File: config.mk
export PLATFORM = sky130hd
export DESIGN_NAME = mem_req_arbiter
export DESIGN_NICKNAME = d
export VERILOG_FILES = /design/src/rtl/mem_req_arb_pkg.sv /design/src/rtl/rr_arbiter.sv /design/src/rtl/mem_req_arbiter.sv
export SDC_FILE = /design/constraint.sdc
export NUM_CORES = 1
export LEC_CHECK = 0
export ABC_AREA = 1
export BUFFER_PORTS_ARGS = -buffer_cell sky130_fd_sc_hd__buf_2
export CAP_MARGIN = 20
export CORE_AREA = 4 4 163 165
export DETAILED_ROUTE_END_ITERATION = 16
export DIE_AREA = 0 0 167 169
export GPL_TIMING_DRIVEN = 1
export PLACE_DENSITY = 0.56
export SLEW_MARGIN = 20
export SYNTH_ARGS = -nofsm -noshare
export SYNTH_HDL_FRONTEND = slang
export SYNTH_SLANG_ARGS = --single-unit
export TNS_END_PERCENT = 30
File: constraint.sdc
create_clock -name clk -period 2.9 [get_ports clk]
set_input_delay 0.435 -clock clk [delete_from_list [all_inputs] [get_ports clk]]
set_output_delay 0.435 -clock clk [all_outputs]
set_load 0.005 [all_outputs]
File: src/rtl/mem_req_arb_pkg.sv
// Shared types and constants for the memory request arbiter.
package mem_req_arb_pkg;

    typedef enum logic [1:0] {
        IDLE,
        ISSUE,
        GUARD,
        WAIT_DONE
    } arb_state_t;

    // A single request may straddle a 4 KB boundary and become two bursts.
    localparam int CREDIT_RESERVE = 2;

endpackage

File: src/rtl/rr_arbiter.sv
// Combinational rotating-priority picker: first set bit of req at or above rr_ptr, wrapping.
module rr_arbiter #(
    parameter int NUM_REQ = 4
) (
    input  logic [NUM_REQ-1:0]         req,
    input  logic [$clog2(NUM_REQ)-1:0] rr_ptr,
    output logic [NUM_REQ-1:0]         grant,
    output logic [$clog2(NUM_REQ)-1:0] grant_idx,
    output logic                       any
);

    localparam int IDX_W = $clog2(NUM_REQ);

    logic [IDX_W-1:0] pos;

    always_comb begin
        grant     = '0;
        grant_idx = '0;
        any       = 1'b0;
        pos       = '0;
        for (int i = 0; i < NUM_REQ; i++) begin
            pos = IDX_W'((int'(rr_ptr) + i) % NUM_REQ);
            if (!any && req[pos]) begin
                any        = 1'b1;
                grant[pos] = 1'b1;
                grant_idx  = pos;
            end
        end
    end

endmodule

File: src/rtl/mem_req_arbiter.sv
// Round-robin arbiter feeding one 4 KB splitter, throttled by an outstanding-burst credit count.
// Optional per-requester grant counters and credit error flag under MEM_REQ_ARB_STATS_EN.
module mem_req_arbiter
    import mem_req_arb_pkg::*;
#(
    parameter int NUM_REQ         = 4,
    parameter int ADDR_WIDTH      = 64,
    parameter int REQ_SIZE_WIDTH  = 16,
    parameter int MAX_OUTSTANDING = 8
) (
    input  logic                                 clk,
    input  logic                                 reset,
    input  logic [NUM_REQ-1:0]                   req_valid,
    input  logic [NUM_REQ*ADDR_WIDTH-1:0]        req_addr,
    input  logic [NUM_REQ*REQ_SIZE_WIDTH-1:0]    req_size,
    output logic [NUM_REQ-1:0]                   req_ready,
    output logic [ADDR_WIDTH-1:0]                split_addr,
    output logic [REQ_SIZE_WIDTH-1:0]            split_size,
    output logic                                 split_valid,
    input  logic                                 split_complete,
    input  logic                                 split_burst_valid,
    input  logic                                 resp_done,
    output logic [$clog2(NUM_REQ)-1:0]           grant_id,
    output logic                                 busy,
    output logic [$clog2(MAX_OUTSTANDING+1)-1:0] outstanding
`ifdef MEM_REQ_ARB_STATS_EN
    ,
    output logic [NUM_REQ*32-1:0]                grant_count,
    output logic                                 credit_err
`endif
);

    localparam int IDX_W = $clog2(NUM_REQ);
    localparam int CNT_W = $clog2(MAX_OUTSTANDING + 1);

    arb_state_t                state, state_next;
    logic [IDX_W-1:0]          rr_ptr;
    logic [NUM_REQ-1:0]        pick_onehot;
    logic [IDX_W-1:0]          pick_idx;
    logic                      pick_any;
    logic                      credit_ok;
    logic                      grant_fire;
    logic [ADDR_WIDTH-1:0]     sel_addr;
    logic [REQ_SIZE_WIDTH-1:0] sel_size;

    rr_arbiter #(.NUM_REQ(NUM_REQ)) u_rr (
        .req       (req_valid),
        .rr_ptr    (rr_ptr),
        .grant     (pick_onehot),
        .grant_idx (pick_idx),
        .any       (pick_any)
    );

    assign sel_addr  = req_addr[pick_idx*ADDR_WIDTH +: ADDR_WIDTH];
    assign sel_size  = req_size[pick_idx*REQ_SIZE_WIDTH +: REQ_SIZE_WIDTH];
    assign credit_ok = (int'(outstanding) + CREDIT_RESERVE) <= MAX_OUTSTANDING;

    assign split_valid = (state == ISSUE);
    assign busy        = (state != IDLE);

    // req_ready is gated by reset so no accept pulse can escape during reset.
    always_comb begin
        state_next = state;
        req_ready  = '0;
        grant_fire = 1'b0;
        case (state)
            IDLE: begin
                if (pick_any && credit_ok && !reset) begin
                    grant_fire = 1'b1;
                    req_ready  = pick_onehot;
                    state_next = (sel_size != '0) ? ISSUE : IDLE;
                end
            end
            ISSUE:     state_next = GUARD;
            GUARD:     state_next = WAIT_DONE;
            WAIT_DONE: if (split_complete) state_next = IDLE;
            default:   state_next = IDLE;
        endcase
    end

    always_ff @(posedge clk) begin
        if (reset) begin
            state      <= IDLE;
            rr_ptr     <= '0;
            grant_id   <= '0;
            split_addr <= '0;
            split_size <= '0;
        end else begin
            state <= state_next;
            if (grant_fire) begin
                grant_id   <= pick_idx;
                split_addr <= sel_addr;
                split_size <= sel_size;
                rr_ptr     <= (pick_idx == IDX_W'(NUM_REQ - 1)) ? '0 : pick_idx + IDX_W'(1);
            end
        end
    end

    // Simultaneous issue and retire cancel; each direction saturates at its bound.
    always_ff @(posedge clk) begin
        if (reset) begin
            outstanding <= '0;
        end else if (split_burst_valid && !resp_done) begin
            if (outstanding != CNT_W'(MAX_OUTSTANDING)) outstanding <= outstanding + CNT_W'(1);
        end else if (resp_done && !split_burst_valid) begin
            if (outstanding != '0) outstanding <= outstanding - CNT_W'(1);
        end
    end

`ifdef MEM_REQ_ARB_STATS_EN
    always_ff @(posedge clk) begin
        if (reset) begin
            grant_count <= '0;
            credit_err  <= 1'b0;
        end else begin
            for (int i = 0; i < NUM_REQ; i++) begin
                if (req_ready[i]) grant_count[i*32 +: 32] <= grant_count[i*32 +: 32] + 32'd1;
            end
            if ((resp_done && outstanding == '0) ||
                (split_burst_valid && outstanding == CNT_W'(MAX_OUTSTANDING)))
                credit_err <= 1'b1;
        end
    end
`endif

endmodule

==> results of run 1 <==
timing repair:
item / CTS / global route
gates cloned: 2 / 0
endpoints found under the setup margin: 4 / 4
buffers inserted: 1 / 2
pin swaps: 1 / 1
gates resized for setup: 4 / 1
critical path: stages, from the launching register on:
cell	delay, ps
dfxtp_4	380
buf_4	200
nand2_1	110
nand2_2	100
nand2_1	70
nand2_2	110
nor2_4	60
nand3_4	100
buf_12	150
o2111ai_4	120
nor2_4	150
buf_12	140
nand2_1	60
inv_1	60
buf_2	110
cells by family after synthesis:
logic type	count (synthesis)
AO/OA/AOI/OAI	324
XOR/XNOR	4
flip-flops	90
AND/OR/NAND/NOR	313
adder cells (fa/ha/maj)	17
buffers and inverters	246
synthesized netlist by cell type, drive strengths merged:
| master | n | share of area, % |
|---|---|---|
| a22oi | 1 | 0.11 |
| o221ai | 64 | 8.5 |
| o21bai | 1 | 0.11 |
| a21oi | 15 | 1.1 |
| buf | 45 | 4.3 |
| nand4 | 25 | 2.5 |
| o2111ai | 1 | 0.23 |
| nand2 | 93 | 5.7 |
| inv | 164 | 9.5 |
| a221oi | 5 | 0.67 |
| nor2 | 148 | 8.7 |
| nand3 | 45 | 3.8 |
| o21a | 12 | 1.4 |
| xnor2 | 3 | 0.40 |
| ha | 16 | 3.0 |
| clkbuf | 37 | 2.3 |
| a21boi | 1 | 0.11 |
| xor2 | 1 | 0.13 |
| o21ai | 155 | 12 |
| a211oi | 1 | 0.11 |
| o211ai | 67 | 7.6 |
| fa | 1 | 0.30 |
| nor3 | 2 | 0.15 |
| dfxtp | 90 | 27 |
| a31oi | 1 | 0.095 |
flip-flops by register name, indices dropped and copies added, names as in the netlist:
register,flops
state,2
rr_ptr,2
outstanding,4
grant_id,2
split_addr,64
split_size,16
cell type report:
type | count | area [µm²]
antenna | 2 | 5.00
clock buffer | 10 | 229
sequential | 90 | 1810
inverter | 164 | 624
clock inverter | 5 | 128
multi-input combinational | 658 | 3760
timing repair buffer | 460 | 2630
fill | 2718 | 15400
tap | 330 | 413
path summary, 6_finish.rpt:
kind | start | end | cells after the start
max | rr_ptr[0] | req_ready[3] | 14
min | reset | state[0] | 2
max reg2reg | rr_ptr[1] | state[0] | 16
min reg2reg | split_addr[42] | split_addr[42] | 2
cells in the final DEF (no fill, tap or decap), types with 2 or more instances in the layout:
master / synthesis / final
inv_1: 158 / 157
o21a_1: 12 / 12
nand3_1: 41 / 41
nand4_1: 24 / 24
nor2_1: 146 / 146
clkbuf_16: 0 / 9
bufbuf_16: 0 / 2
o211ai_1: 67 / 67
dfxtp_1: 90 / 89
nand3_4: 1 / 2
bufinv_16: 0 / 4
buf_4: 4 / 24
nand2_1: 84 / 82
o21ai_1: 18 / 18
a221oi_1: 5 / 5
a21oi_1: 15 / 15
nand2_2: 8 / 10
inv_2: 5 / 5
o21ai_0: 137 / 137
nand3_2: 3 / 2
o221ai_1: 64 / 64
nor3_1: 2 / 2
ha_1: 16 / 15
diode_2: 0 / 2
buf_12: 0 / 14
xnor2_1: 3 / 3
nor2_4: 2 / 2
buf_2: 29 / 420
routing by layer:
metal	share of wire (%)	wire [µm]	track usage [%]	up-vias
li1	-	-	-	4185
met1	41	11600	23.2	3856
met2	50	14200	32.6	319
met3	6.5	1850	3.81	40
met4	2.1	597	5.34	4
met5	0.074	21	0	-
power by group through the flow:
| stage | logic [mW] | registers, mW | clock network [mW] |
|---|---|---|---|
| after detailed placement | 8.35 | 2.24 | 0 |
| final | 8.48 | 2.22 | 1.44 |
| after floorplan | 5.45 | 2.25 | 0 |
| after CTS | 8.54 | 2.23 | 1.49 |
| after global placement | 8.30 | 2.23 | 0 |
| after global routing | 9.48 | 2.30 | 1.54 |
metrics by stage:
stage          std cells  cell area, µm²  worst slack [ps]  util [%]
6_report            1719            9600               204      38.3
5_1_grt             1719            9600              2.93      38.3
4_1_cts             1715            9570               119      38.2
3_3_place_gp        1697            9120               195      36.4
3_5_place_dp        1697            9120               122      36.4
2_1_floorplan        994            6580               265         -
==> flow_summary.toml, run 1 <==
[status]
result_of_the_run = "completed"

[critical_path]
critical_path_peak_fanout = 12
cp-end-kind = "output pin"
arrival_ps = 2260
rrSetupSlack_ps = 290
timing.setup.critical_path_class = "flip-flop to output pin"
timing.critical_path.from_type = "flip-flop"
worst-endpoint-required_ps = 2470

[timing]
hold_ws_ps = 396
timing.setup.tns_ps = 0
setup_viol = 0
fin_crit_sh_pct = 93.0
relSlewSlack_pct = 35.7
rsz0062_at_grt = "no"
timing.final.hold_violations = 0
fin_max_slew_vios = 0
final_period_minus_worst_setup_slack_ps = 2700
clock_skew_ps = 11.3
worst_max_slew_pin_slew_ps = 965
achievable-frequency_mhz = 371

[synthesis]
synth_top_family_by_area = "compound AO/OA/AOI/OAI gates"
postSynthNetCount = 1340
yosys.area_share.adder_pct = 3.35
ys_types = 38
yosys_register_bits = 90
yosysSeqAreaShare_pct = 27.4
fraction_of_the_mapped_netlist_area_in_compound_gates_pct = 31.9
yosys.area_share.xor_xnor_pct = 0.532
syn_inst = 994
yosys_warnings = 0
synthMuxAreaShare_pct = 0
synth.avg_cell_area_um2 = 6.62
synth-simple-area-share_pct = 20.9
netlist_area_mm2 = 0.00658

[pwr]
switchingPower_mw = 6.10
clkPwrFrac_pct = 11.8
internal_power_mw = 6.04
switching_power_as_a_share_of_total_power_pct = 50.2
p_seq_share_pct = 18.3
power.ir.vdd_worst_mv = 0.649
power.share.combinational_pct = 69.8
static-leakage-power_nw = 5.23
power_density_mw_per_mm2 = 1270
overall_power_consumption_mw = 12.1

[clock_network]
clkLatencyLatePin_ps = 340
cts_max_path_buffers = 2
cts.htree.levels = 3
clkSinkCount = 90
clock-root-buffer = "clkbuf_16"
cts_inserted_buffers = 9
tritoncts_clock_tree = "yes"
cts.reportedPaths.clkPinSlew_ps = 70
holdBufCountCts = 0

[global_routing]
largest_net_degree_at_the_start_of_global_routing = 92
grt_pass1_vias = 7877
grt_overflow = 0
groute.usage.overall_pct = 18.6
global_route_wire_length_before_repair_mm = 42.5
number_of_antenna_violations_at_the_first_check_in_global_routing = 4

[place]
finalWeightedCongestion = 0.889
dp_hpwl_mm = 22.0
io_buffer_count = 420

[floorplanning]
die_w_um = 167
core-area_mm2 = 0.0250
design.die.area_mm2 = 0.0282
die_height_um = 169
io_pins = 421
num_rows = 58
initial_utilization_pct = 26.3

[final_layout]
share_of_layout_cells_above_drive_strength_1_pct = 36.2
flow.area_growth_from_synthesis_pct = 45.8
finalNetCount = 1729

[job]
drv.max_cap_violation_count = 0

[routing]
drtAntennaViolNets = 0
post_drt_via_cell_ratio = 4.89
drt_iter0_drc = 460
detail_route.wl_per_cell_um = 16.5
drc = 0
total_wire_length_after_detailed_routing_mm = 28.3
drt_pass1_iterations = 5
num_vias = 8404

[worst_hold_path]
min-delay-path-class = "input port to flip-flop"
Note: power is estimated with default switching activity, not from simulation.
==> inputs of run 2 (changes only) <==
CORE_AREA = 4 4 161 163   (was 4 4 163 165)
DIE_AREA = 0 0 165 167   (was 0 0 167 169)
PLACE_DENSITY = 0.55   (was 0.56)
SYNTH_HIERARCHICAL = 1   (was not set)
==> run 2 against run 1 <==
Cell count decreased by 0.93%. Hold slack improved by 37 ps. Sequential power decreased by 2%. Critical path type unchanged. Register-to-register slack about the same. Critical path depth decreased by 1. Count of clock-buffer cells in the layout unchanged. Maximum frequency increased by 1.8%. Routed wire length decreased by 6.0%. Utilization decreased by 1.9 points. Largest cell class unchanged. Synthesized cell count decreased by 0.50%. Final area decreased by 7.7%. Setup slack improved by 47 ps.
==> flow_summary.toml, run 2 <==
[status]
result_of_the_run = "completed"

[critical_path]
timing.critical_path.cells = "inv_1, ha_4, inv_1, nand2_1, nand2_2, nor2_4, buf_4, nand4_1, nand3_1, inv_1, nand3_4, nor2_1, buf_2"
crit_path_max_incr_delay_ps = 320
timing.critical_path.from_type = "flip-flop"
rrSetupSlack_ps = 290
timing.setup.critical_path_class = "flip-flop to output pin"
critical_path_peak_fanout = 11
worst-endpoint-required_ps = 2470
arrival_ps = 2210
crit_path_frequent_cell = "inv_1"
cp-end-kind = "output pin"
critical-path-slowest-cell = "dfxtp_1"

[synthesis]
postSynthNetCount = 1333
synth_edf_count = 0
synthTopCellsByCount = "nand2_1 (225), nor2_1 (154), o21ai_0 (151)"
synth_most_common_cell = "nand2_1"
synth_async_sr_flop_share_pct = 0
netlist_area_mm2 = 0.00606
synth.area.top_cells = "dfxtp_1 (30%), nand2_1 (14%), o21ai_0 (12%), nor2_1 (9.5%), a21oi_1 (7.7%)"
dominantRegCellSynth = "dfxtp_1"
yosys_warnings = 6
synth.avg_cell_area_um2 = 6.13
synthDominantAreaCellType = "dfxtp_1"
yosys_register_bits = 90
syn_inst = 989
yosys.area.top_type_share_pct = 29.7
ys_types = 30
yosysSeqAreaShare_pct = 29.7

[clock_network]
cts.htree.levels = 3
clock-root-buffer = "clkbuf_16"
clkLatencyLatePin_ps = 340
holdBufCountCts = 0
cts_max_path_buffers = 2
cts_inserted_buffers = 9
clkSinkCount = 90
tritoncts_clock_tree = "yes"
cts.reportedPaths.clkPinSlew_ps = 70

[final_layout]
share_of_layout_cells_above_drive_strength_1_pct = 35.4
layout_common_cells = "buf_2 (420), nand2_1 (225), nor2_1 (153), o21ai_0 (150), a21oi_1 (93)"
max_flop_register = "split_addr"
flip_flop_count_of_the_largest_register_after_layout = 64
finalNetCount = 1716
final_core_utilization_pct = 36.4
reg.largest.list = "split_addr x64, split_size x16, outstanding x4"
flow.area_growth_from_synthesis_pct = 46.1
layout.cells.most_common = "buf_2"

[place]
io_buffer_count = 420
finalWeightedCongestion = 0.851
dp_slack_ps = 145
dp_hpwl_mm = 20.7

[timing]
final_critical_path_setup_slack_ps = 251
achievable-frequency_mhz = 377
timing.setup.tns_ps = 0
worst_max_slew_pin_slew_ps = 754
hold_ws_ps = 432
clock_skew_ps = 12.5
relSlewSlack_pct = 49.7
timing.final.hold_violations = 0
setup_viol = 0
fin_max_slew_vios = 0
fin_crit_sh_pct = 91.4
rsz0062_at_grt = "no"
final_period_minus_worst_setup_slack_ps = 2650

[global_routing]
grt_util_met1_pct = 21.8
grt_pass1_vias = 7612
globalRoute.busiestLayer = "met2"
grt_overflow = 0
global_route_wire_length_before_repair_mm = 39.9
groute.usage.overall_pct = 18.0
largest_net_degree_at_the_start_of_global_routing = 99
met2_usage_in_global_routing_pct = 31.6
number_of_antenna_violations_at_the_first_check_in_global_routing = 3
globalRouteMet3Util_pct = 4.18

[floorplanning]
design.die.area_mm2 = 0.0276
io_pins = 421
core-area_mm2 = 0.0243
die_height_um = 167
initial_utilization_pct = 24.9
num_rows = 57
die_w_um = 165

[routing]
drt_iter0_drc = 365
drtAntennaViolNets = 0
post_drt_via_cell_ratio = 4.80
total_wire_length_after_detailed_routing_mm = 26.6
drc = 0
drt_pass1_iterations = 5
detail_route.wl_per_cell_um = 15.6
num_vias = 8175

[pwr]
static-leakage-power_nw = 4.35
power_density_mw_per_mm2 = 1370
power.ir.vdd_worst_mv = 0.977

[job]
drv.max_cap_violation_count = 0

[worst_hold_path]
min-delay-path-class = "input port to flip-flop"
run 2: cell types whose count changed in the layout (fill, tap and decap cells not counted), sizes merged, moves of 4 or more:
cell	change
nand2	+140
inv	-132
a21oi	+78
o211ai	-67
o221ai	-64
o22ai	+64
nand4	-18
o21a	-12
nor2	+7
buf	-6
a221oi	-5
nand3	+5
bufinv	-4
run 2: timing repair:
action,CTS,global route
setup buffers,0,2
resized for setup,0,8
endpoints found under the setup margin,0,47
run 2: cells by family after synthesis:
logic type	Yosys count	share of synthesized area, %
AOI/OAI and AO/OA	324	28.5
xor gates and xnor gates	4	0.578
buffers and inverters	110	8.09
and+or+nand+nor	445	29.8
adders and majority gates	15	3.22
DFF	90	29.7
muxes	1	0.165
run 2: layout make-up:
type | count | area (µm²)
Fill cell | 2735 | 15500
Multi-Input combinational cell | 789 | 3820
Timing Repair Buffer | 452 | 2420
Sequential cell | 90 | 1800
Tap cell | 324 | 405
Clock buffer | 10 | 229
Inverter | 30 | 126
Clock inverter | 6 | 48.8
Antenna cell | 2 | 5.00
run 2: final timing paths:
check                    to            from  cells after the start
max            req_ready[2]       rr_ptr[1]                     13
min           split_size[8]    req_size[56]                      3
min reg2reg  split_addr[60]  split_addr[60]                      2
max reg2reg   split_size[4]       rr_ptr[1]                     16
run 2: per-stage QoR:
stage	cell area (µm²)	std cells	power (mW)
2_1_floorplan	6060	989	8.07
3_3_place_gp	8530	1683	11.0
3_5_place_dp	8530	1683	11.0
4_1_cts	8810	1699	12.2
5_1_grt	8860	1702	13.4
6_report	8860	1703	12.1
run 2: where the power goes:
part	switching [mW]	internal (mW)
sequential	0.329	1.84
combinational	5.59	3.26
clock	0.534	0.593
run 2: worst max-delay path: cells and delay by family, from the launching register on:
family | cells | cell delay (ps)
adder cells (fa/ha/maj) | 1 | 290
buffers and inverters | 5 | 510
AND/OR/NAND/NOR | 7 | 740
flip-flops | 1 | 320
run 2: routing by layer:
layer | wire length (µm) | vias up
met5 | 13 | -
met4 | 620 | 2
met3 | 1960 | 35
met2 | 13200 | 326
met1 | 10800 | 3699
li1 | - | 4113
==> inputs of run 3 (changes only) <==
==> constraint.sdc (replaced) <==
create_clock -name clk -period 2.9 [get_ports clk]
set_input_delay 0.58 -clock clk [delete_from_list [all_inputs] [get_ports clk]]
set_output_delay 0.58 -clock clk [all_outputs]
set_load 0.005 [all_outputs]
==> run 3 against run 2 <==
Clock power grew 8%. Register-to-register slack is essentially flat. Maximum frequency shrank 2.7%. Final area grew 1.3%. Critical endpoint is now req_ready[3]. Utilization grew 0.48 points. Critical path type unchanged.
==> flow_summary.toml, run 3 (synthesis gave the netlist of run 2 again) <==
[timing]
achievable-frequency_mhz = 367
timing.setup.tns_ps = 0
clock_skew_ps = 13.9
fin_crit_sh_pct = 93.9
hold_ws_ps = 460
rsz0062_at_grt = "no"
setup_viol = 0
fin_max_slew_vios = 0
final_period_minus_worst_setup_slack_ps = 2720
final_critical_path_setup_slack_ps = 176
timing.final.hold_violations = 0
worst_max_slew_pin_slew_ps = 776
relSlewSlack_pct = 48.3

[worst_hold_path]
whs_path_depth = 2
holdPathEnd = "split_addr[18]"
min-delay-path-class = "flip-flop to flip-flop"
worstHoldStart = "split_addr[18]"

[global_routing]
groute.usage.overall_pct = 18.3
grt_overflow = 0
global_route_wire_length_before_repair_mm = 40.5
number_of_antenna_violations_at_the_first_check_in_global_routing = 1
grt_pass1_vias = 7748
largest_net_degree_at_the_start_of_global_routing = 68

[clock_network]
clock-root-buffer = "clkbuf_16"
cts_max_path_buffers = 2
cts_inserted_buffers = 9
holdBufCountCts = 0
cts.reportedPaths.clkPinSlew_ps = 60
cts.htree.levels = 3
clkSinkCount = 90
clkLatencyLatePin_ps = 350
tritoncts_clock_tree = "yes"

[floorplanning]
core-area_mm2 = 0.0243
die_w_um = 165
design.die.area_mm2 = 0.0276
num_rows = 57
io_pins = 421
die_height_um = 167
initial_utilization_pct = 24.9

[critical_path]
rrSetupSlack_ps = 280
arrival_ps = 2140
worstRegToRegCells = 14
cp-end-kind = "output pin"
critical_path.reg2reg.startpoint = "rr_ptr[1]"
worst-endpoint-required_ps = 2320
timing.setup.critical_path_class = "flip-flop to output pin"
timing.critical_path.from_type = "flip-flop"
worst_r2r_endpoint = "split_addr[36]"
critical_path_peak_fanout = 6

[routing]
drt_pass1_iterations = 4
detail_route.wl_per_cell_um = 15.7
num_vias = 8175
drtAntennaViolNets = 0
drc = 0
post_drt_via_cell_ratio = 4.78
total_wire_length_after_detailed_routing_mm = 26.8
drt_iter0_drc = 395

[final_layout]
reg.largest.list = "split_addr x64, split_size x16, outstanding x4"
multi_input_comb_area_mm2 = 0.00382
layout_common_cells = "buf_2 (420), nand2_1 (225), nor2_1 (154), o21ai_0 (151), a21oi_1 (93)"
layout.area.seq_mm2 = 0.00180
final-instance-count-excl-fill = 1712
filler_cell_count = 2696
flow.area_growth_from_synthesis_pct = 48.0
max_flop_register = "split_addr"
antenna_cell_count = 0
final_cell_area_mm2 = 0.00898
layout.cells.most_common = "buf_2"
flip_flop_count_of_the_largest_register_after_layout = 64
share_of_layout_cells_above_drive_strength_1_pct = 35.9
final_core_utilization_pct = 36.9
finalNetCount = 1727

[pwr]
power_density_mw_per_mm2 = 1400
static-leakage-power_nw = 4.42
power.ir.vdd_worst_mv = 0.946
overall_power_consumption_mw = 12.6

[place]
dp_hpwl_mm = 21.1
dpl.cell_count = 1695
dp_slack_ps = 110
placement.cell_area_mm2 = 0.00865
finalWeightedCongestion = 0.888
io_buffer_count = 420

[status]
result_of_the_run = "completed"

[job]
drv.max_cap_violation_count = 0
[run 3: final cells by class]
cell class                 instances  area share, %
clock inverter                     6          0.808
multi-input combinational        789           42.5
timing repair buffer             463           28.2
clock buffer                      10           2.55
inverter                          30           1.32
tap                              324           4.52
sequential                        90           20.1
[run 3: timing repair]
action	CTS	global route
endpoints found under the setup margin	0	37
hold endpoints to repair	0	0
gates resized for setup	0	4
buffers inserted	0	1
[run 3: layer usage]
metal	part of all wire, %	up-vias	track usage, %
met3	6.4	41	4.13
met1	41	3715	21.7
met2	50	282	32.4
met4	2.7	2	6.18
li1	-	4135	-
met5	0.048	-	0
[run 3: worst max path at each step]
stage                 startpoint             end  slack [ps]  cells after the start
global placement    req_valid[3]  split_addr[55]         120                     16
floorplan              rr_ptr[0]        state[0]         210                     18
finish                 rr_ptr[1]    req_ready[3]         180                     12
detailed placement  req_valid[1]  split_addr[55]         110                     15
CTS                    rr_ptr[0]    req_ready[3]          20                     12
global route           rr_ptr[1]    req_ready[1]          20                     12
[run 3: critical path: stages, from the launching register on]
cell	delay [ps]
dfxtp_1	330
inv_1	80
ha_4	300
inv_1	70
nand2_1	80
nand2_2	60
nor2_4	170
nand4_1	190
nand3_1	140
inv_1	80
nand3_4	120
nor2_1	50
buf_2	120
[run 3: where the power goes]
group / switching [mW] / internal, mW
combinational: 5.64 / 3.53
clock: 0.537 / 0.680
sequential: 0.336 / 1.84
